### src/rtl/read_resp_slave_if.sv
// Write/read bus of the read-response slave: write strobe, read request strobe,
// and the qualified response returned by the slave.
interface read_resp_slave_if #(
  parameter int unsigned AW = 4,
  parameter int unsigned DW = 8
);
  logic          wvalid;
  logic [AW-1:0] waddr;
  logic [DW-1:0] wdata;
  logic          rvalid;
  logic [AW-1:0] raddr;
  logic [DW-1:0] rdata;
  logic          rresp;
  logic          rerr;
  logic [15:0]   rd_count;

  modport master (
    output wvalid, waddr, wdata, rvalid, raddr,
    input  rdata, rresp, rerr, rd_count
  );

  modport slave (
    input  wvalid, waddr, wdata, rvalid, raddr,
    output rdata, rresp, rerr, rd_count
  );
endinterface

### src/rtl/read_resp_slave.sv
// Storage slave with write-first read sampling, a LATENCY-deep response
// pipeline, per-entry written flags and a saturating read-request counter.
module read_resp_slave #(
  parameter int unsigned LATENCY = 0,
  parameter int unsigned AW      = 4,
  parameter int unsigned DW      = 8
) (
  input logic              clock,
  input logic              reset,
  read_resp_slave_if.slave bus
);
  localparam int unsigned Depth = 2 ** AW;

  logic [DW-1:0]    mem_q [Depth];
  logic [Depth-1:0] written_q;
  logic [15:0]      rd_count_q;

  logic          rd_acc;
  logic [DW-1:0] samp_data;
  logic          samp_err;
  logic          out_valid;
  logic [DW-1:0] out_data;
  logic          out_err;

  assign rd_acc = bus.rvalid & ~reset;

  // Write-first: a same-cycle write to the read address is forwarded.
  always_comb begin
    samp_data = '0;
    samp_err  = 1'b1;
    if (bus.wvalid && (bus.waddr == bus.raddr)) begin
      samp_data = bus.wdata;
      samp_err  = 1'b0;
    end else if (written_q[bus.raddr]) begin
      samp_data = mem_q[bus.raddr];
      samp_err  = 1'b0;
    end
  end

  always_ff @(posedge clock) begin
    if (!reset && bus.wvalid) begin
      mem_q[bus.waddr] <= bus.wdata;
    end
  end

  always_ff @(posedge clock) begin
    if (reset) begin
      written_q <= '0;
    end else if (bus.wvalid) begin
      written_q[bus.waddr] <= 1'b1;
    end
  end

  always_ff @(posedge clock) begin
    if (reset) begin
      rd_count_q <= '0;
    end else if (bus.rvalid && (rd_count_q != 16'hFFFF)) begin
      rd_count_q <= rd_count_q + 16'd1;
    end
  end

  if (LATENCY == 0) begin : g_comb
    assign out_valid = rd_acc;
    assign out_data  = samp_data;
    assign out_err   = samp_err;
  end else begin : g_pipe
    logic [LATENCY-1:0] pipe_v_q;
    logic [DW-1:0]      pipe_d_q [LATENCY];
    logic [LATENCY-1:0] pipe_e_q;

    always_ff @(posedge clock) begin
      if (reset) begin
        pipe_v_q <= '0;
      end else begin
        pipe_v_q[0] <= rd_acc;
        for (int i = 1; i < LATENCY; i++) begin
          pipe_v_q[i] <= pipe_v_q[i-1];
        end
      end
    end

    // Payload carries no reset; it is only observed when its valid bit is set.
    always_ff @(posedge clock) begin
      pipe_d_q[0] <= samp_data;
      pipe_e_q[0] <= samp_err;
      for (int i = 1; i < LATENCY; i++) begin
        pipe_d_q[i] <= pipe_d_q[i-1];
        pipe_e_q[i] <= pipe_e_q[i-1];
      end
    end

    assign out_valid = pipe_v_q[LATENCY-1];
    assign out_data  = pipe_d_q[LATENCY-1];
    assign out_err   = pipe_e_q[LATENCY-1];
  end

  // Responses are suppressed while reset is held so nothing in flight escapes.
  always_comb begin
    bus.rresp    = out_valid & ~reset;
    bus.rdata    = bus.rresp ? out_data : '0;
    bus.rerr     = bus.rresp & out_err;
    bus.rd_count = rd_count_q;
  end
endmodule
### src/flat_wrapper.sv
// flat-port wrapper written by rule: the top's interface ports become plain ports
module read_resp_slave_flat 
#(
  parameter int unsigned LATENCY = 0,
  parameter int unsigned AW      = 4,
  parameter int unsigned DW      = 8
)
  (clock, reset, bus_wvalid, bus_waddr, bus_wdata, bus_rvalid, bus_raddr, bus_rdata, bus_rresp, bus_rerr, bus_rd_count);
  read_resp_slave_if #(.AW(AW), .DW(DW)) bus_i ();
  input logic clock;
  input logic reset;
  input wire logic [$bits(bus_i.wvalid)-1:0] bus_wvalid;
  input wire logic [$bits(bus_i.waddr)-1:0] bus_waddr;
  input wire logic [$bits(bus_i.wdata)-1:0] bus_wdata;
  input wire logic [$bits(bus_i.rvalid)-1:0] bus_rvalid;
  input wire logic [$bits(bus_i.raddr)-1:0] bus_raddr;
  output wire logic [$bits(bus_i.rdata)-1:0] bus_rdata;
  output wire logic [$bits(bus_i.rresp)-1:0] bus_rresp;
  output wire logic [$bits(bus_i.rerr)-1:0] bus_rerr;
  output wire logic [$bits(bus_i.rd_count)-1:0] bus_rd_count;
  assign bus_i.wvalid = bus_wvalid;
  assign bus_i.waddr = bus_waddr;
  assign bus_i.wdata = bus_wdata;
  assign bus_i.rvalid = bus_rvalid;
  assign bus_i.raddr = bus_raddr;
  assign bus_rdata = bus_i.rdata;
  assign bus_rresp = bus_i.rresp;
  assign bus_rerr = bus_i.rerr;
  assign bus_rd_count = bus_i.rd_count;
  read_resp_slave #(.LATENCY(LATENCY), .AW(AW), .DW(DW)) u_core (.clock(clock), .reset(reset), .bus(bus_i));
endmodule
### config.mk
export PLATFORM = sky130hd
export DESIGN_NAME = read_resp_slave_flat
export DESIGN_NICKNAME = d
export VERILOG_FILES = /design/src/rtl/read_resp_slave_if.sv /design/src/rtl/read_resp_slave.sv /design/src/flat_wrapper.sv
export SDC_FILE = /design/constraint.sdc
export NUM_CORES = 1
export LEC_CHECK = 0
export BUFFER_PORTS_ARGS = -buffer_cell sky130_fd_sc_hd__buf_4
export CORE_AREA = 2 2 194 120
export CTS_CLUSTER_DIAMETER = 100
export DETAILED_ROUTE_END_ITERATION = 8
export DIE_AREA = 0 0 196 122
export HOLD_SLACK_MARGIN = 0.06
export PLACE_DENSITY = 0.54
export SLEW_MARGIN = 20
export SYNTH_ARGS = -nofsm -noshare
export SYNTH_HDL_FRONTEND = slang
export SYNTH_SLANG_ARGS = --single-unit
### constraint.sdc
create_clock -name clock -period 2 [get_ports clock]
set_input_delay 0.3 -clock clock [delete_from_list [all_inputs] [get_ports clock]]
set_output_delay 0.3 -clock clock [all_outputs]
set_load 0.01 [all_outputs]
==> results.sh, run 1 <==
export IMPL_ys_warn_count=0
export IMPL_area_growth_pct=27.0
export IMPL_worstReg2RegStart="u_core.bus.rd_count[8]"
export IMPL_antenna_found_initial=0
export IMPL_criticalPathCategory="reg -> out"
export IMPL_remaining_drc_errors=0
export IMPL_cts_buffers_inserted=17
export IMPL_rsz0062_at_grt="true"
export IMPL_fin_worst_skew_ns=0.00616
export IMPL_core_area_um2=22400
export IMPL_hp_start="reset"
export IMPL_cts_tree="yes"
export IMPL_finalHoldViolCount=0
export IMPL_end_kind="output pin"
export IMPL_routedWlPerCell_um=19.9
export IMPL_grt_first_pass_wirelength_um=23700
export IMPL_crit_chain="mux4_2, mux4_2, a22o_4, buf_6"
export IMPL_total_leakage_power_nw=3.02
export IMPL_routabilityCongestion=0.795
export IMPL_crit_fanout=1
export IMPL_rows=43
export IMPL_dr_first_iter_drc_count=295
export IMPL_grt_usage_pct=13.9
export IMPL_die_h_um=122
export IMPL_p_seq_share_pct=50.0
export IMPL_wl_um=15600
export IMPL_rrSetupSlack_ns=0.26
export IMPL_root_buffer="clkbuf_16"
export IMPL_path_clk_slew_ns=0.07
export IMPL_clkSinkCount=160
export IMPL_drive_above_1_share_pct=36.3
export IMPL_intPower_mw=5.62
export IMPL_grt_overflow_total=0
export IMPL_pre_cts_slack_ns=-0.368
export IMPL_synth_cell_type_count=38
export IMPL_cp_slowest_cell="mux4_2"
export IMPL_maxSlewHeadroom_pct=79.4
export IMPL_path_buf_inv=1
export IMPL_clkPwrFrac_pct=44.2
export IMPL_start_util_pct=29.2
export IMPL_yosysSeqAreaShare_pct=68.7
export IMPL_fin_nets=498
export IMPL_crit_top_cell="mux4_2"
export IMPL_rr_worst_depth=5
export IMPL_finalCritPeriodShare_pct=123
export IMPL_via_per_inst=4.82
export IMPL_syn_avg_cell_area_um2=17.3
export IMPL_slew_violations=0
export IMPL_layout_commonest_cell="edfxtp_1"
export IMPL_p_switching_mw=1.67
export IMPL_fmax_mhz=405
export IMPL_final_util_pct=37.0
export IMPL_p_per_area_nw_per_um2=879
export IMPL_cts_max_level=4
export IMPL_ir_drop_v=0.000529
export IMPL_worstPathRequired_ns=1.70
export IMPL_fp_dieArea_um2=23900
export IMPL_crit_path_max_incr_delay_ns=0.50
export IMPL_die_x_um=196
export IMPL_start_kind="flop"
export IMPL_syn_area_um2=6530
export IMPL_grt_max_degree=25
export IMPL_reg2reg_to="u_core.bus.rd_count[15]"
export IMPL_ant_nets=0
export IMPL_p_sw_share_pct=22.9
export IMPL_io_pins=46
export IMPL_syn_inst=377
export IMPL_final_setup_viol_count=9
export IMPL_min_period_ns=2.47
export IMPL_netlist_area_leader_share_pct=58.9
export IMPL_num_vias=3770
export IMPL_ys_seq_elements=160
export IMPL_finalWorstSetupSlack_ns=-0.469
export IMPL_dr_pass1_iters=5
export IMPL_tightestPinTransition_ns=0.309
export IMPL_clk_insertion_delay_late_ns=0.42
export IMPL_final_cell_mix="128 x edfxtp_1, 82 x buf_4, 32 x mux4_2"
export IMPL_holdCritPathClass="in -> reg"
export IMPL_hpwl_um=10600
export IMPL_synth_area_leaders="edfxtp_1 59%, dfxtp_1 9.8%, mux4_2 7.6%"
export IMPL_violations="negative setup slack"
export IMPL_synth_top_area_cell="edfxtp_1"
export IMPL_cts_max_path_buffers=2
export IMPL_syn_nets=398
export IMPL_cpLargestDelayFamily="multiplexers"
export IMPL_n_antenna_cell=0
export IMPL_grt_pass1_vias=3787
export IMPL_status="complete, but fails checks"
export IMPL_combPwrFrac_pct=5.8
export IMPL_holdPathEnd="u_core.bus.rd_count[4]"
export IMPL_port_buffers=45
export IMPL_critPathArrivalTime_ns=2.17
export IMPL_maxCapViolCount=0
export IMPL_hold_path_cell_count=2
-- worst reg2reg max path: stages, from the launching register on --
cell and delay (ns):
dfxtp_1 0.44, nand4_1 0.19, or3_1 0.40, a2111oi_2 0.38, xnor2_1 0.16, nor2_1 0.06
-- per-stage QoR --
stage | setup TNS [ns] | hold slack [ns] | total power, mW | instances | area, um^2
2_1_floorplan | -0.0246 | 0.372 | 3.94 | 377 | 6530
3_3_place_gp | -2.70 | 0.428 | 4.12 | 750 | 7630
3_5_place_dp | -2.75 | 0.438 | 4.13 | 750 | 7630
4_1_cts | -3.67 | 0.0942 | 7.36 | 782 | 8280
5_1_grt | -4.32 | 0.0986 | 7.55 | 782 | 8290
6_report | -3.78 | 0.113 | 7.29 | 782 | 8290
-- Yosys cell counts --
library cell	count
buf_1	1
o211a_1	1
clkbuf_1	9
xnor2_1	12
nor3_1	8
nor2_1	30
and3_1	3
and4_1	1
nand2b_1	3
buf_6	1
a22o_1	8
o41ai_1	1
buf_4	1
ha_1	1
nor3b_1	1
buf_2	7
nand3_1	4
and2_1	1
nand4_1	4
a31o_2	2
a21o_1	17
a2111oi_2	1
dfxtp_1	32
buf_8	1
mux2i_1	10
a31oi_1	2
nand2_1	11
nand4b_1	1
inv_1	5
a21oi_1	8
xor2_1	4
o311ai_0	1
or3_1	2
edfxtp_1	128
a211oi_1	10
mux4_1	16
mux4_2	22
nor2b_1	7
-- power groups by stage --
| stage | clock network, mW | registers [mW] | logic, mW |
|---|---|---|---|
| global route | 3.44 | 3.65 | 0.459 |
| global placement | 0 | 3.72 | 0.404 |
| finish | 3.22 | 3.65 | 0.422 |
| floorplan | 0 | 3.72 | 0.220 |
| CTS | 3.29 | 3.65 | 0.426 |
| detailed placement | 0 | 3.72 | 0.414 |
-- worst max-delay path by stage --
stage | start | end | slack, ns | cells after the start
after global placement | bus_raddr[0] | bus_rdata[2] | -0.34 | 8
final | u_core.mem_q[10][4] | bus_rdata[4] | -0.47 | 4
after global routing | u_core.written_q[15] | bus_rdata[6] | -0.52 | 7
after CTS | u_core.mem_q[10][4] | bus_rdata[4] | -0.46 | 4
after detailed placement | bus_raddr[0] | bus_rdata[0] | -0.37 | 8
after floorplan | bus_raddr[0] | bus_rdata[4] | -0.02 | 5
-- logic make-up after synthesis --
group | count (synthesis) | synth area share (%)
compound gates | 51 | 5.90
xor+xnor | 16 | 2.15
fa+ha+maj | 1 | 0.192
buf+inv | 25 | 1.92
flops | 160 | 68.7
mux | 48 | 15.6
simple gates | 76 | 5.58
-- timing repair --
action / 4_1_cts / 5_1_grt
gates resized for setup: 27 / 3
hold buffers: 0 / 0
setup endpoints to repair: 9 / 9
cloned: 0 / 0
pin swaps: 7 / 4
setup buffers: 0 / 1
-- area by class of cell --
class	instances	area [um^2]
tap	292	365
timing repair buffer	101	900
multi-input combinational	192	1920
sequential	160	4490
inverter	5	18.8
clock inverter	15	170
fill	2069	14100
clock buffer	17	425
-- state kept, by name, summed over array words and instances (netlist names) --
signal	count
u_core.written_q	16
u_core.mem_q	128
u_core.bus.rd_count	16
-- metal layers --
layer / track usage, % / wire [um] / vias to the layer above
met1: 20.6 / 7740 / 1949
met5: 0 / 0 / -
met2: 19.3 / 6720 / 106
li1: - / - / 1708
met3: 4.07 / 992 / 7
met4: 4.50 / 114 / 0
Power figures use the tool's default switching activity.
==> run 2: changes to the inputs <==
--- a/config.mk
+++ b/config.mk
@@ -6,12 +6,12 @@
 export NUM_CORES = 1
 export LEC_CHECK = 0
 export BUFFER_PORTS_ARGS = -buffer_cell sky130_fd_sc_hd__buf_4
-export CORE_AREA = 2 2 194 120
+export CORE_AREA = 2 2 180 111
 export CTS_CLUSTER_DIAMETER = 100
 export DETAILED_ROUTE_END_ITERATION = 8
-export DIE_AREA = 0 0 196 122
+export DIE_AREA = 0 0 182 113
 export HOLD_SLACK_MARGIN = 0.06
-export PLACE_DENSITY = 0.54
+export PLACE_DENSITY = 0.5
 export SLEW_MARGIN = 20
 export SYNTH_ARGS = -nofsm -noshare
 export SYNTH_HDL_FRONTEND = slang
==> run 2 against run 1 <==
The flow still finishes with violations (negative setup slack); clock-buffer cell count increased by 3; critical endpoint is now bus_rdata[6]; non-clock buffer count down 7; maximum frequency rose by 1.4%; largest power group unchanged; flip-flop and latch count is the same; largest cell class unchanged.
==> results.sh, run 2 (synthesis results as in run 1) <==
export IMPL_cts_buffers_inserted=17
export IMPL_grt_max_degree=25
export IMPL_final_setup_viol_count=9
export IMPL_design_power_total_mw=7.44
export IMPL_start_kind="flop"
export IMPL_core_area_um2=18800
export IMPL_p_per_area_nw_per_um2=914
export IMPL_tightestPinTransition_ns=0.423
export IMPL_antenna_found_initial=0
export IMPL_finalWorstSetupSlack_ns=-0.435
export IMPL_grt_pass1_vias=3760
export IMPL_clkPwrFrac_pct=45.3
export IMPL_worstPathRequired_ns=1.70
export IMPL_grt_first_pass_wirelength_um=23100
export IMPL_dr_pass1_iters=4
export IMPL_num_vias=3671
export IMPL_status="complete, but fails checks"
export IMPL_final_cell_mix="128 x edfxtp_1, 81 x buf_4, 32 x mux4_2"
export IMPL_largest_reg_flops=128
export IMPL_combPwrFrac_pct=5.7
export IMPL_remaining_drc_errors=0
export IMPL_end_kind="output pin"
export IMPL_intPower_mw=5.91
export IMPL_fmax_mhz=411
export IMPL_ctsHoldBuffers=0
export IMPL_p_seq_share_pct=49.0
export IMPL_fin_cells=729
export IMPL_hpwl_um=10200
export IMPL_maxSlewHeadroom_pct=71.8
export IMPL_fin_nets=491
export IMPL_dp_cells=696
export IMPL_maxCapViolCount=0
export IMPL_p_switching_mw=1.53
export IMPL_n_antenna_cell=0
export IMPL_crit_top_cell="mux4_2"
export IMPL_die_h_um=113
export IMPL_die_x_um=182
export IMPL_cts_tree="yes"
export IMPL_area_growth_pct=24.7
export IMPL_fp_dieArea_um2=20600
export IMPL_crit_path_max_incr_delay_ns=0.49
export IMPL_layout_commonest_cell="edfxtp_1"
export IMPL_rows=39
export IMPL_port_buffers=45
export IMPL_timing_hold_ws_ns=0.201
export IMPL_ir_drop_v=0.000643
export IMPL_fin_worst_skew_ns=0.00494
export IMPL_start_util_pct=34.7
export IMPL_io_pins=46
export IMPL_drive_above_1_share_pct=35.0
export IMPL_routabilityCongestion=0.756
export IMPL_grt_usage_pct=15.7
export IMPL_grt_overflow_total=0
export IMPL_total_leakage_power_nw=2.98
export IMPL_crit_chain="mux4_2, mux4_2, a22o_1, buf_6"
export IMPL_finalHoldViolCount=0
export IMPL_crit_fanout=1
export IMPL_clkSinkCount=160
export IMPL_clk_insertion_delay_late_ns=0.42
export IMPL_criticalPathCategory="reg -> out"
export IMPL_path_clk_slew_ns=0.06
export IMPL_p_sw_share_pct=20.6
export IMPL_finalCritPeriodShare_pct=122
export IMPL_cts_max_path_buffers=2
export IMPL_ant_nets=0
export IMPL_violations="negative setup slack"
export IMPL_dr_first_iter_drc_count=245
export IMPL_final_area_um2=8140
export IMPL_top_register="u_core.mem_q"
export IMPL_rsz0062_at_grt="true"
export IMPL_min_period_ns=2.43
export IMPL_root_buffer="clkbuf_16"
export IMPL_cp_slowest_cell="mux4_2"
export IMPL_cts_max_level=4
export IMPL_holdCritPathClass="in -> reg"
export IMPL_wl_um=15100
export IMPL_fillers=1681
export IMPL_routedWlPerCell_um=20.7
export IMPL_via_per_inst=5.04
export IMPL_slew_violations=0
export IMPL_critPathArrivalTime_ns=2.13
export IMPL_placed_area_um2=7440
[run 2: final timing paths]
kind | startpoint | end | slack [ns] | cells past startpoint
worst max-delay path | u_core.mem_q[13][6] | bus_rdata[6] | -0.43 | 4
worst min-delay path | bus_wdata[6] | u_core.mem_q[11][6] | 0.20 | 1
worst max register to register | u_core.bus.rd_count[8] | u_core.bus.rd_count[15] | 0.30 | 5
worst min register to register | u_core.written_q[10] | u_core.written_q[10] | 0.45 | 1
[run 2: power by group through the flow]
stage                     clock, mW  combinational (mW)  sequential [mW]
after CTS                      3.45               0.432             3.65
final                          3.37               0.426             3.65
after global routing           3.61               0.464             3.65
after global placement            0               0.404             3.72
after detailed placement          0               0.410             3.72
after floorplan                   0               0.220             3.72
[run 2: repair_timing]
action,4_1_cts,5_1_grt
pin swaps,14,1
gates resized for setup,29,3
endpoints found under the setup margin,9,9
endpoints found under the hold margin,0,0
buffers inserted,3,0
[run 2: worst max-delay path, delay by kind of cell, from the launching register on]
kind / cells / cell delay [ns]
muxes: 2 / 0.97
buffers and inverters: 1 / 0.13
DFF: 1 / 0.37
AOI/OAI and AO/OA: 1 / 0.25
[run 2: per-layer routing]
layer  part of all wire (%)  global-route usage, %  vias up  wire length, um
met4                   0.91                   4.03        0              137
met1                     52                   23.8     1884             7810
li1                       -                      -     1699                -
met5                      0                      0        -                0
met2                     43                   22.1       77             6480
met3                    4.6                   4.31       11              688
[run 2: layout make-up]
cell class	count	area (um^2)	share of cell area, %
inverters	5	18.8	0.231
multi-input cells	192	1920	23.6
flip-flops and latches	160	4490	55.1
well taps	246	308	3.78
clock buffers	20	467	5.73
clock inverters	12	155	1.91
repair buffers	94	781	9.59
[run 2: through the flow]
step           setup slack, ns  util (%)  setup TNS (ns)
2_1_floorplan          -0.0246         -         -0.0246
4_1_cts                 -0.468      43.2           -3.10
5_1_grt                 -0.499      43.2           -3.66
3_5_place_dp            -0.598      39.5           -4.53
6_report                -0.435      43.2           -2.92
3_3_place_gp            -0.577      39.5           -4.27
